===== config.mk =====
export PLATFORM = sky130hd
export DESIGN_NAME = pwm_cfg_sequencer
export DESIGN_NICKNAME = d
export VERILOG_FILES = /design/src/rtl/pwm_cfg_sequencer.sv
export SDC_FILE = /design/constraint.sdc
export NUM_CORES = 1
export LEC_CHECK = 0
export ABC_CLOCK_PERIOD_IN_PS = 2900
export BUFFER_PORTS_ARGS = -buffer_cell sky130_fd_sc_hd__buf_2
export CORE_MARGIN = 5
export CORE_UTILIZATION = 54
export DETAILED_ROUTE_END_ITERATION = 10
export PLACE_DENSITY = 0.76
export SYNTH_ARGS = -nofsm -noshare
export SYNTH_HDL_FRONTEND = slang
export SYNTH_SLANG_ARGS = --single-unit

===== constraint.sdc =====
create_clock -name i_clk -period 2.9 [get_ports i_clk]
set_input_delay 0.29 -clock i_clk [delete_from_list [all_inputs] [get_ports i_clk]]
set_output_delay 0.29 -clock i_clk [all_outputs]
set_load 0.02 [all_outputs]

===== src/rtl/pwm_cfg_sequencer.sv =====
`default_nettype none
// ============================================================================
//  Module   : pwm_cfg_sequencer
//  Purpose  : Wishbone master that buffers whole-channel PWM configuration
//             commands, validates them and writes stop/div/period/duty/ctrl
//             to a pwm_timer register file as ordered single writes.
//  Revision : 1.0 - initial release
// ============================================================================
module pwm_cfg_sequencer #(
  parameter int NUM_CHANNELS = 4,
  parameter int FIFO_DEPTH   = 4,
  parameter int TIMEOUT      = 255
) (
  input  logic        i_clk,
  input  logic        i_rst_n,
  input  logic        i_cmd_valid,
  output logic        o_cmd_ready,
  input  logic [2:0]  i_cmd_ch,
  input  logic [7:0]  i_cmd_ctrl,
  input  logic [15:0] i_cmd_div,
  input  logic [15:0] i_cmd_period,
  input  logic [15:0] i_cmd_dc,
  output logic        o_wb_cyc,
  output logic        o_wb_stb,
  output logic        o_wb_we,
  output logic [15:0] o_wb_adr,
  output logic [15:0] o_wb_data,
  input  logic        i_wb_ack,
  output logic        o_busy,
  output logic        o_done,
  output logic        o_err,
  output logic [1:0]  o_err_code
);

  localparam int          c_aw      = (FIFO_DEPTH > 2) ? $clog2(FIFO_DEPTH) : 1;
  localparam int          c_cmd_w   = 3 + 8 + 16 + 16 + 16;
  localparam logic [3:0]  c_num_ch  = 4'(NUM_CHANNELS);
  localparam logic [15:0] c_to_last = 16'(TIMEOUT - 1);

  typedef enum logic [2:0] {
    S_IDLE  = 3'd0,
    S_CHECK = 3'd1,
    S_WR    = 3'd2,
    S_GAP   = 3'd3,
    S_DONE  = 3'd4,
    S_ERR   = 3'd5
  } state_t;

  state_t              r_state;
  state_t              w_state_nxt;
  logic [1:0]          r_err_code;
  logic [1:0]          w_err_code_nxt;
  logic [2:0]          r_step;
  logic [15:0]         r_wait;

  logic [c_cmd_w-1:0]  r_fifo_mem [FIFO_DEPTH];
  logic [c_aw:0]       r_wr_ptr;
  logic [c_aw:0]       r_rd_ptr;
  logic                w_empty;
  logic                w_full;
  logic                w_push;
  logic                w_pop;

  logic [2:0]          r_cmd_ch;
  logic [7:0]          r_cmd_ctrl;
  logic [15:0]         r_cmd_div;
  logic [15:0]         r_cmd_period;
  logic [15:0]         r_cmd_dc;

  logic                w_wr;
  logic [2:0]          w_reg_sel;
  logic [15:0]         w_wr_data;

  // Pointers carry one wrap bit so full and empty are distinguishable.
  assign w_empty = (r_wr_ptr == r_rd_ptr);
  assign w_full  = (r_wr_ptr[c_aw] != r_rd_ptr[c_aw]) &&
                   (r_wr_ptr[c_aw-1:0] == r_rd_ptr[c_aw-1:0]);
  assign w_push  = i_cmd_valid && !w_full;
  assign w_pop   = (r_state == S_IDLE) && !w_empty;

  // FIFO pointer update; reset empties the queue.
  always_ff @(posedge i_clk or negedge i_rst_n) begin
    if (!i_rst_n) begin
      r_wr_ptr <= '0;
      r_rd_ptr <= '0;
    end else begin
      if (w_push) r_wr_ptr <= r_wr_ptr + 1'b1;
      if (w_pop)  r_rd_ptr <= r_rd_ptr + 1'b1;
    end
  end

  // FIFO storage; contents are meaningless until the write pointer covers them.
  always_ff @(posedge i_clk) begin
    if (w_push) begin
      r_fifo_mem[r_wr_ptr[c_aw-1:0]] <= {i_cmd_ch, i_cmd_ctrl, i_cmd_div, i_cmd_period, i_cmd_dc};
    end
  end

  // Head of the FIFO is latched into the working command register on pop.
  always_ff @(posedge i_clk or negedge i_rst_n) begin
    if (!i_rst_n) begin
      r_cmd_ch     <= '0;
      r_cmd_ctrl   <= '0;
      r_cmd_div    <= '0;
      r_cmd_period <= '0;
      r_cmd_dc     <= '0;
    end else if (w_pop) begin
      {r_cmd_ch, r_cmd_ctrl, r_cmd_div, r_cmd_period, r_cmd_dc} <= r_fifo_mem[r_rd_ptr[c_aw-1:0]];
    end
  end

  // State register and held error code.
  always_ff @(posedge i_clk or negedge i_rst_n) begin
    if (!i_rst_n) begin
      r_state    <= S_IDLE;
      r_err_code <= 2'd0;
    end else begin
      r_state    <= w_state_nxt;
      r_err_code <= w_err_code_nxt;
    end
  end

  // Next-state logic; the error code changes only on the way into ERR so it
  // becomes visible in the same cycle as the o_err pulse.
  always_comb begin
    w_state_nxt    = r_state;
    w_err_code_nxt = r_err_code;
    case (r_state)
      S_IDLE: begin
        if (!w_empty) w_state_nxt = S_CHECK;
      end
      S_CHECK: begin
        if ({1'b0, r_cmd_ch} >= c_num_ch) begin
          w_state_nxt    = S_ERR;
          w_err_code_nxt = 2'd1;
        end else if (r_cmd_div == 16'd0) begin
          w_state_nxt    = S_ERR;
          w_err_code_nxt = 2'd2;
        end else begin
          w_state_nxt = S_WR;
        end
      end
      S_WR: begin
        if (i_wb_ack) begin
          w_state_nxt = S_GAP;
        end else if (r_wait == c_to_last) begin
          w_state_nxt    = S_ERR;
          w_err_code_nxt = 2'd3;
        end
      end
      S_GAP:   w_state_nxt = (r_step == 3'd4) ? S_DONE : S_WR;
      S_DONE:  w_state_nxt = S_IDLE;
      S_ERR:   w_state_nxt = S_IDLE;
      default: w_state_nxt = S_IDLE;
    endcase
  end

  // Write step index: restarts at validation, advances once per gap cycle.
  always_ff @(posedge i_clk or negedge i_rst_n) begin
    if (!i_rst_n) begin
      r_step <= 3'd0;
    end else if (r_state == S_CHECK) begin
      r_step <= 3'd0;
    end else if ((r_state == S_GAP) && (r_step != 3'd4)) begin
      r_step <= r_step + 3'd1;
    end
  end

  // Ack wait counter: held at zero outside WR so every write starts fresh.
  always_ff @(posedge i_clk or negedge i_rst_n) begin
    if (!i_rst_n) begin
      r_wait <= 16'd0;
    end else if (r_state != S_WR) begin
      r_wait <= 16'd0;
    end else if (!i_wb_ack) begin
      r_wait <= r_wait + 16'd1;
    end
  end

  // Register select and data for the current step; the final step re-targets
  // the ctrl register (reg 0) with the requested value.
  always_comb begin
    w_reg_sel = 3'd0;
    w_wr_data = 16'h0000;
    case (r_step)
      3'd1: begin w_reg_sel = 3'd1; w_wr_data = r_cmd_div;            end
      3'd2: begin w_reg_sel = 3'd2; w_wr_data = r_cmd_period;         end
      3'd3: begin w_reg_sel = 3'd3; w_wr_data = r_cmd_dc;             end
      3'd4: begin w_reg_sel = 3'd0; w_wr_data = {8'h00, r_cmd_ctrl};  end
      default: begin w_reg_sel = 3'd0; w_wr_data = 16'h0000;          end
    endcase
  end

  // Bus and status outputs decode straight from flops so they are glitch-free
  // and drop immediately when reset is asserted.
  assign w_wr        = (r_state == S_WR);
  assign o_wb_cyc    = w_wr;
  assign o_wb_stb    = w_wr;
  assign o_wb_we     = w_wr;
  assign o_wb_adr    = w_wr ? {10'b0, r_cmd_ch, w_reg_sel} : 16'h0000;
  assign o_wb_data   = w_wr ? w_wr_data : 16'h0000;
  assign o_cmd_ready = !w_full;
  assign o_busy      = (r_state != S_IDLE) || !w_empty;
  assign o_done      = (r_state == S_DONE);
  assign o_err       = (r_state == S_ERR);
  assign o_err_code  = r_err_code;

endmodule
`default_nettype wire


**After elaboration in Yosys (flattened, before gate mapping)**

Memories as Yosys holds them, arrays and structs flattened. A register that Yosys moved wholly into a read port is not among the register bits.
Index checks and enable logic that the tools add are counted.
W data, S select, Z words.

- Memories: 1
- Bits in writable memories: 236
- Word-level logic and storage cells: 70
- Output and inout port bits: 41
- Bits of input ports: 63
- Register bits after elaboration: 30

- Reduce and logical (&&, ||, !) cells: 15
- Equality and inequality tests: 21
- Muxes and demuxes: 22
- $add $sub $neg: 4
- Magnitude comparators: 1

Memory list:

| name | words | width | rd ports | clocked after memory_dff | wr ports | line | source |
|---|---|---|---|---|---|---|---|
| r_fifo_mem | 4 | 59 | 1 | 1 | 1 | 56 | `logic [c_cmd_w-1:0] r_fifo_mem [FIFO_DEPTH];` |

Operator list:

| kind | count |
|---|---|
| $pmux W16 S4 | 1 |
| $mux W16 | 3 |
| $mux W3 | 8 |
| $add A16 B1 Y16 const B | 1 |
| $eq A16 B8 Y1 const B | 1 |
| $logic_not A16 Y1 | 1 |
| $eq A3 B2 Y1 const B | 4 |
| $pmux W3 S4 | 1 |
| $add A3 B1 Y3 const B | 3 |
| $eq A3 B3 Y1 const B | 3 |
| $mux W2 | 4 |
| $eq A3 B1 Y1 const B | 2 |
| $mux W6 | 1 |
| $ne A3 B2 Y1 const B | 2 |
| $ne A3 B3 Y1 const B | 2 |
| $pmux W2 S3 | 1 |
| $logic_and A1 B1 Y1 | 4 |
| $ne A2 B1 Y1 const B | 2 |
| $ne A2 B2 Y1 const B | 2 |
| $pmux W2 S2 | 1 |
| $reduce_and A4 Y1 | 1 |
| $reduce_bool A2 Y1 | 2 |
| $eq A3 B3 Y1 | 1 |
| $ge A3 B3 Y1 const B | 1 |
| other kinds (8) | 11 |

**Depth between registers and ports, before layout**

- Depth after elaboration: 6
- Depth in mapped cells: 7
- Depth with buffers taken out: 6

**Worst setup path after synthesis**

Ideal clock, no wire load.

- Kind: reg-to-reg
- Start: reg r_rd_ptr[1]
- End: mem r_fifo_mem[3][0] in the netlist's numbering, enable pin
- Clock period less this slack: 3.030 ns
- Buffers on the path: 1
- Setup time: 0.425 ns
- Cell stages (with the launch flop): 5
- Path slack: -0.130 ns
- Data arrival time: 2.605 ns
- Required time: 2.475 ns
- Path through: dfrtp_1 buf_2 xnor2_1 a31oi_1 and2_1

- Cells in the longest elaborated chain, start to end: 6

RTL lines:

| item | line | source |
|---|---|---|
| start: declaration | 58 | `logic [c_aw:0] r_rd_ptr;` |
| start signal: assignment | 88 | `if (w_pop) r_rd_ptr <= r_rd_ptr + 1'b1;` |
| $eq A2 B2 Y1 | 77 | `(r_wr_ptr[c_aw-1:0] == r_rd_ptr[c_aw-1:0]);` |
| $logic_and A1 B1 Y1 | 76 | `assign w_full = (r_wr_ptr[c_aw] != r_rd_ptr[c_aw]) &&` |
| $logic_not A1 Y1 | 78 | `assign w_push = i_cmd_valid && !w_full;` |
| $logic_and A1 B1 Y1 | 78 |  |
| $mux W1 | 94 | `if (w_push) begin` |
| $mux W1 (implied by the code) | 95 | `r_fifo_mem[r_wr_ptr[c_aw-1:0]] <= {i_cmd_ch, i_cmd_ctrl, i_cmd_div, i_cmd_period, i_cmd_dc};` |
| end: declaration | 56 |  |

No other way between the ends.

**Worst setup path in the final report**

- Start: reg r_step[1]
- End: out o_wb_data[15]

- Cells in the longest elaborated chain, start to end: 3
- Elaborated cells between the ends (all ways): 6
- Those cells by class: eq/ne (4); mux (2)

RTL lines:

| item | line | source |
|---|---|---|
| start: declaration | 53 | `logic [2:0] r_step;` |
| start signal: assignment | 165 | `r_step <= r_step + 3'd1;` |
| $eq A3 B3 Y1 (tied with other cells) | 185 | `case (r_step)` |
| $pmux W16 S4 * | 185 |  |
| $mux W16 * | 201 | `assign o_wb_data = w_wr ? w_wr_data : 16'h0000;` |
| end: declaration | 27 | `output logic [15:0] o_wb_data,` |

Every way passes the cells marked *; elsewhere a longest branch is shown, timed or not.

==> out/qor.yml <==
die:
  start_util_pct: 55.0
  die_area_um2: 27200
  die_w_um: 165
  die_h_um: 165
  rows: 56
  pin_count: 104
  fp.coreArea_um2: 23500
timing:
  worstMarginPinSlew_ns: 0.933
  finalClockSkew_ns: 0.00860
  timing.final.crit_share_pct: 91.4
  setup_violations: 0
  worst_hold_slack_ns: 0.0157
  setup_tns_ns: 0
  finalHoldViolCount: 0
  clock.fmax_mhz: 377
  rsz0062_at_grt: "no"
  max_slew_margin_pct: 37.8
  slew_violations: 0
  min_period_ns: 2.65
critical_path:
  crit_fanout: 14
  crit_required_ns: 2.61
  endpoint_kind: "primary output"
  cp.arrival_ns: 2.36
  critPathKind: "reg2out"
  reg2reg_depth: 5
  start_kind: "register"
route:
  dr_total_vias: 6988
  routed_wl_um: 27600
  ant_nets: 0
  drt_iter0_drc: 650
  drc: 0
  dr.pass1.iters: 5
  vias_per_cell: 5.89
  routedWlPerCell_um: 23.2
placed_design:
  place_congestion: 0.835
  place_hpwl_um: 17600
  port_buffers: 92
  place_inst: 1092
synth:
  synth-edff-count: 236
  synth_seq_area_share_pct: 71.9
  synth.yosys.warnings: 0
  syn_area_per_cell_um2: 18.6
  ys_async_sr_fraction_pct: 27.4
  synth_cells: 697
  ys.flop_type: "edfxtp_1"
  ys_ff_latch: 325
  ys_types: 43
  syn_area_um2: 13000
grt:
  grt_pass1_vias: 7542
  grt_pass1_wl_um: 43100
  antenna_found_initial: 2
  grt-ovfl-total: 0
  grt_usage_pct: 21.2
  grt_max_degree: 62
finish:
  nFillCells: 1593
  multi_input_area_um2: 3360
  regArea_um2: 9320
  diodes: 0
  fin_util_pct: 65.0
  synthToLayoutAreaGrowth_pct: 18.2
  nets: 918
  drive_gt1_share_pct: 33.8
  instances_no_fill: 1187
run_status:
  status: "complete, no violations"
clocking:
  root_buffer: "clkbuf_16"
  path_clk_slew_ns: 0.06
  htreeDepth: 2
  clock_sinks: 325
  cts_tree: "yes"
  cts_buffers: 34
  cts_max_path_buffers: 3
  cts_setup_buffers: 0
  clkLatencyLatePin_ns: 0.50
power:
  p_per_area_nw_per_um2: 1070
  peakVddDrop_uv: 647
  total_leakage_power_nw: 5.56
worst_hold_path:
  min_path_type: "in2reg"
  hold_depth: 1
flow_run:
  maxCapViolations: 0
==> path summary, 6_finish.rpt <==
check,startpoint,endpoint,slack [ns]
worst min register to register,r_cmd_dc[2]$_DFFE_PN0P_,r_cmd_dc[2]$_DFFE_PN0P_,0.51
worst max-delay path,r_step[1]$_DFFE_PN0P_,o_wb_data[15],0.25
worst max register to register,r_rd_ptr[0]$_DFFE_PN0P_,r_fifo_mem[2][21]$_DFFE_PP_,0.74
worst min-delay path,i_cmd_div[0],r_fifo_mem[2][32]$_DFFE_PP_,0.02
min in group asynchronous,i_rst_n,r_cmd_dc[0]$_DFFE_PN0P_,0.41
max in group asynchronous,i_rst_n,r_cmd_div[13]$_DFFE_PN0P_,1.73
==> metal layers <==
layer  track usage (%)  up-vias  share of wire, %
li1                  -     3025                 -
met2              35.0      286                50
met5                 0        -             0.076
met3              4.22       69               6.4
met4              7.18        4               3.1
met1              28.5     3604                41
==> critical path: stages, from the launching register on <==
cell and delay [ns]:
dfrtp_1 0.43, inv_1 0.10, ha_1 0.16, nor2b_2 0.27, buf_4 0.27, a222oi_1 0.09
nor2_1 0.30, buf_2 0.24
==> where the power goes <==
group	internal [mW]	leakage, nW	switching [mW]
sequential	6.39	3.25	0.706
combinational	2.32	1.75	2.49
clock	2.73	0.560	1.68
==> registers in the layout, summed over array words and instances, names as in the netlist <==
signal	count
r_step	3
r_cmd_ctrl	8
r_wait	16
r_cmd_ch	3
r_state	3
r_fifo_mem	236
r_rd_ptr	3
r_cmd_div	16
o_err_code	2
r_cmd_period	16
r_wr_ptr	3
r_cmd_dc	16
==> through the flow <==
stage | worst slack, ns | power (mW) | area [µm²]
CTS | 0.0516 | 16.4 | 15300
detailed placement | 0.595 | 11.9 | 13800
finish | 0.250 | 16.3 | 15300
global route | 0.101 | 17.1 | 15300
global placement | 0.716 | 11.7 | 13800
floorplan | 0.512 | 10.4 | 13000
==> cells in the mapped netlist (all sizes together) (4+ instances only) <==
cell type / n / area share, %
edfxtp: 236 / 55
dfrtp: 89 / 17
mux2: 59 / 5.3
mux4: 59 / 10
nor2: 31 / 0.90
buf: 28 / 1.6
a21oi: 21 / 0.81
clkbuf: 19 / 0.55
a22oi: 17 / 0.99
inv: 13 / 0.38
xnor2: 13 / 0.88
ha: 12 / 1.2
nand2: 12 / 0.35
nor4: 10 / 0.53
o21ai: 10 / 0.42
a222oi: 8 / 0.62
and2: 8 / 0.39
or3: 6 / 0.29
nand3: 5 / 0.19
o31ai: 5 / 0.29
nor3: 4 / 0.15
or4: 4 / 0.23
xor2: 4 / 0.27
==> layout by cell type, fill, tap and decap left out, drive strengths merged, types with 4 or more instances in the layout <==
cell type | synthesis | layout
a21oi | 21 | 21
nor3 | 4 | 4
nand2 | 12 | 12
buf | 28 | 113
a222oi | 8 | 8
and2 | 8 | 8
a22oi | 17 | 17
nand3 | 5 | 5
inv | 13 | 14
edfxtp | 236 | 236
o21ai | 10 | 10
conb | 1 | 11
bufinv | 0 | 4
dfrtp | 89 | 89
nor4 | 10 | 10
nor2 | 31 | 31
dlygate4sd3 | 0 | 34
or3 | 6 | 6
clkinv | 0 | 7
or4 | 4 | 4
clkbuf | 19 | 49
o31ai | 5 | 5
xnor2 | 13 | 13
ha | 12 | 12
mux4 | 59 | 59
xor2 | 4 | 4
mux2 | 59 | 59
==> kinds of logic after synthesis <==
group / synth area share (%)
AOI/OAI and AO/OA: 3.47
xor gates and xnor gates: 1.15
adders and majority gates: 1.16
buffers and inverters: 2.55
DFF: 71.9
muxes: 15.7
other: 0.0289
and+or+nand+nor: 4.05
==> cell type report <==
cell class / instances / area share, %
clock buffer: 49 / 6.46
tap: 319 / 2.61
inverter: 13 / 0.319
clock inverter: 12 / 1.03
timing repair buffer: 147 / 6.77
sequential: 325 / 60.9
multi-input combinational: 322 / 21.9
==> what timing repair did <==
action                                 in CTS  in global routing
setup endpoints to repair                   0                  8
endpoints found under the hold margin     183                  0
resized for setup                           0                  3
hold buffers                               34                  0
Power figures use the tool's default switching activity.
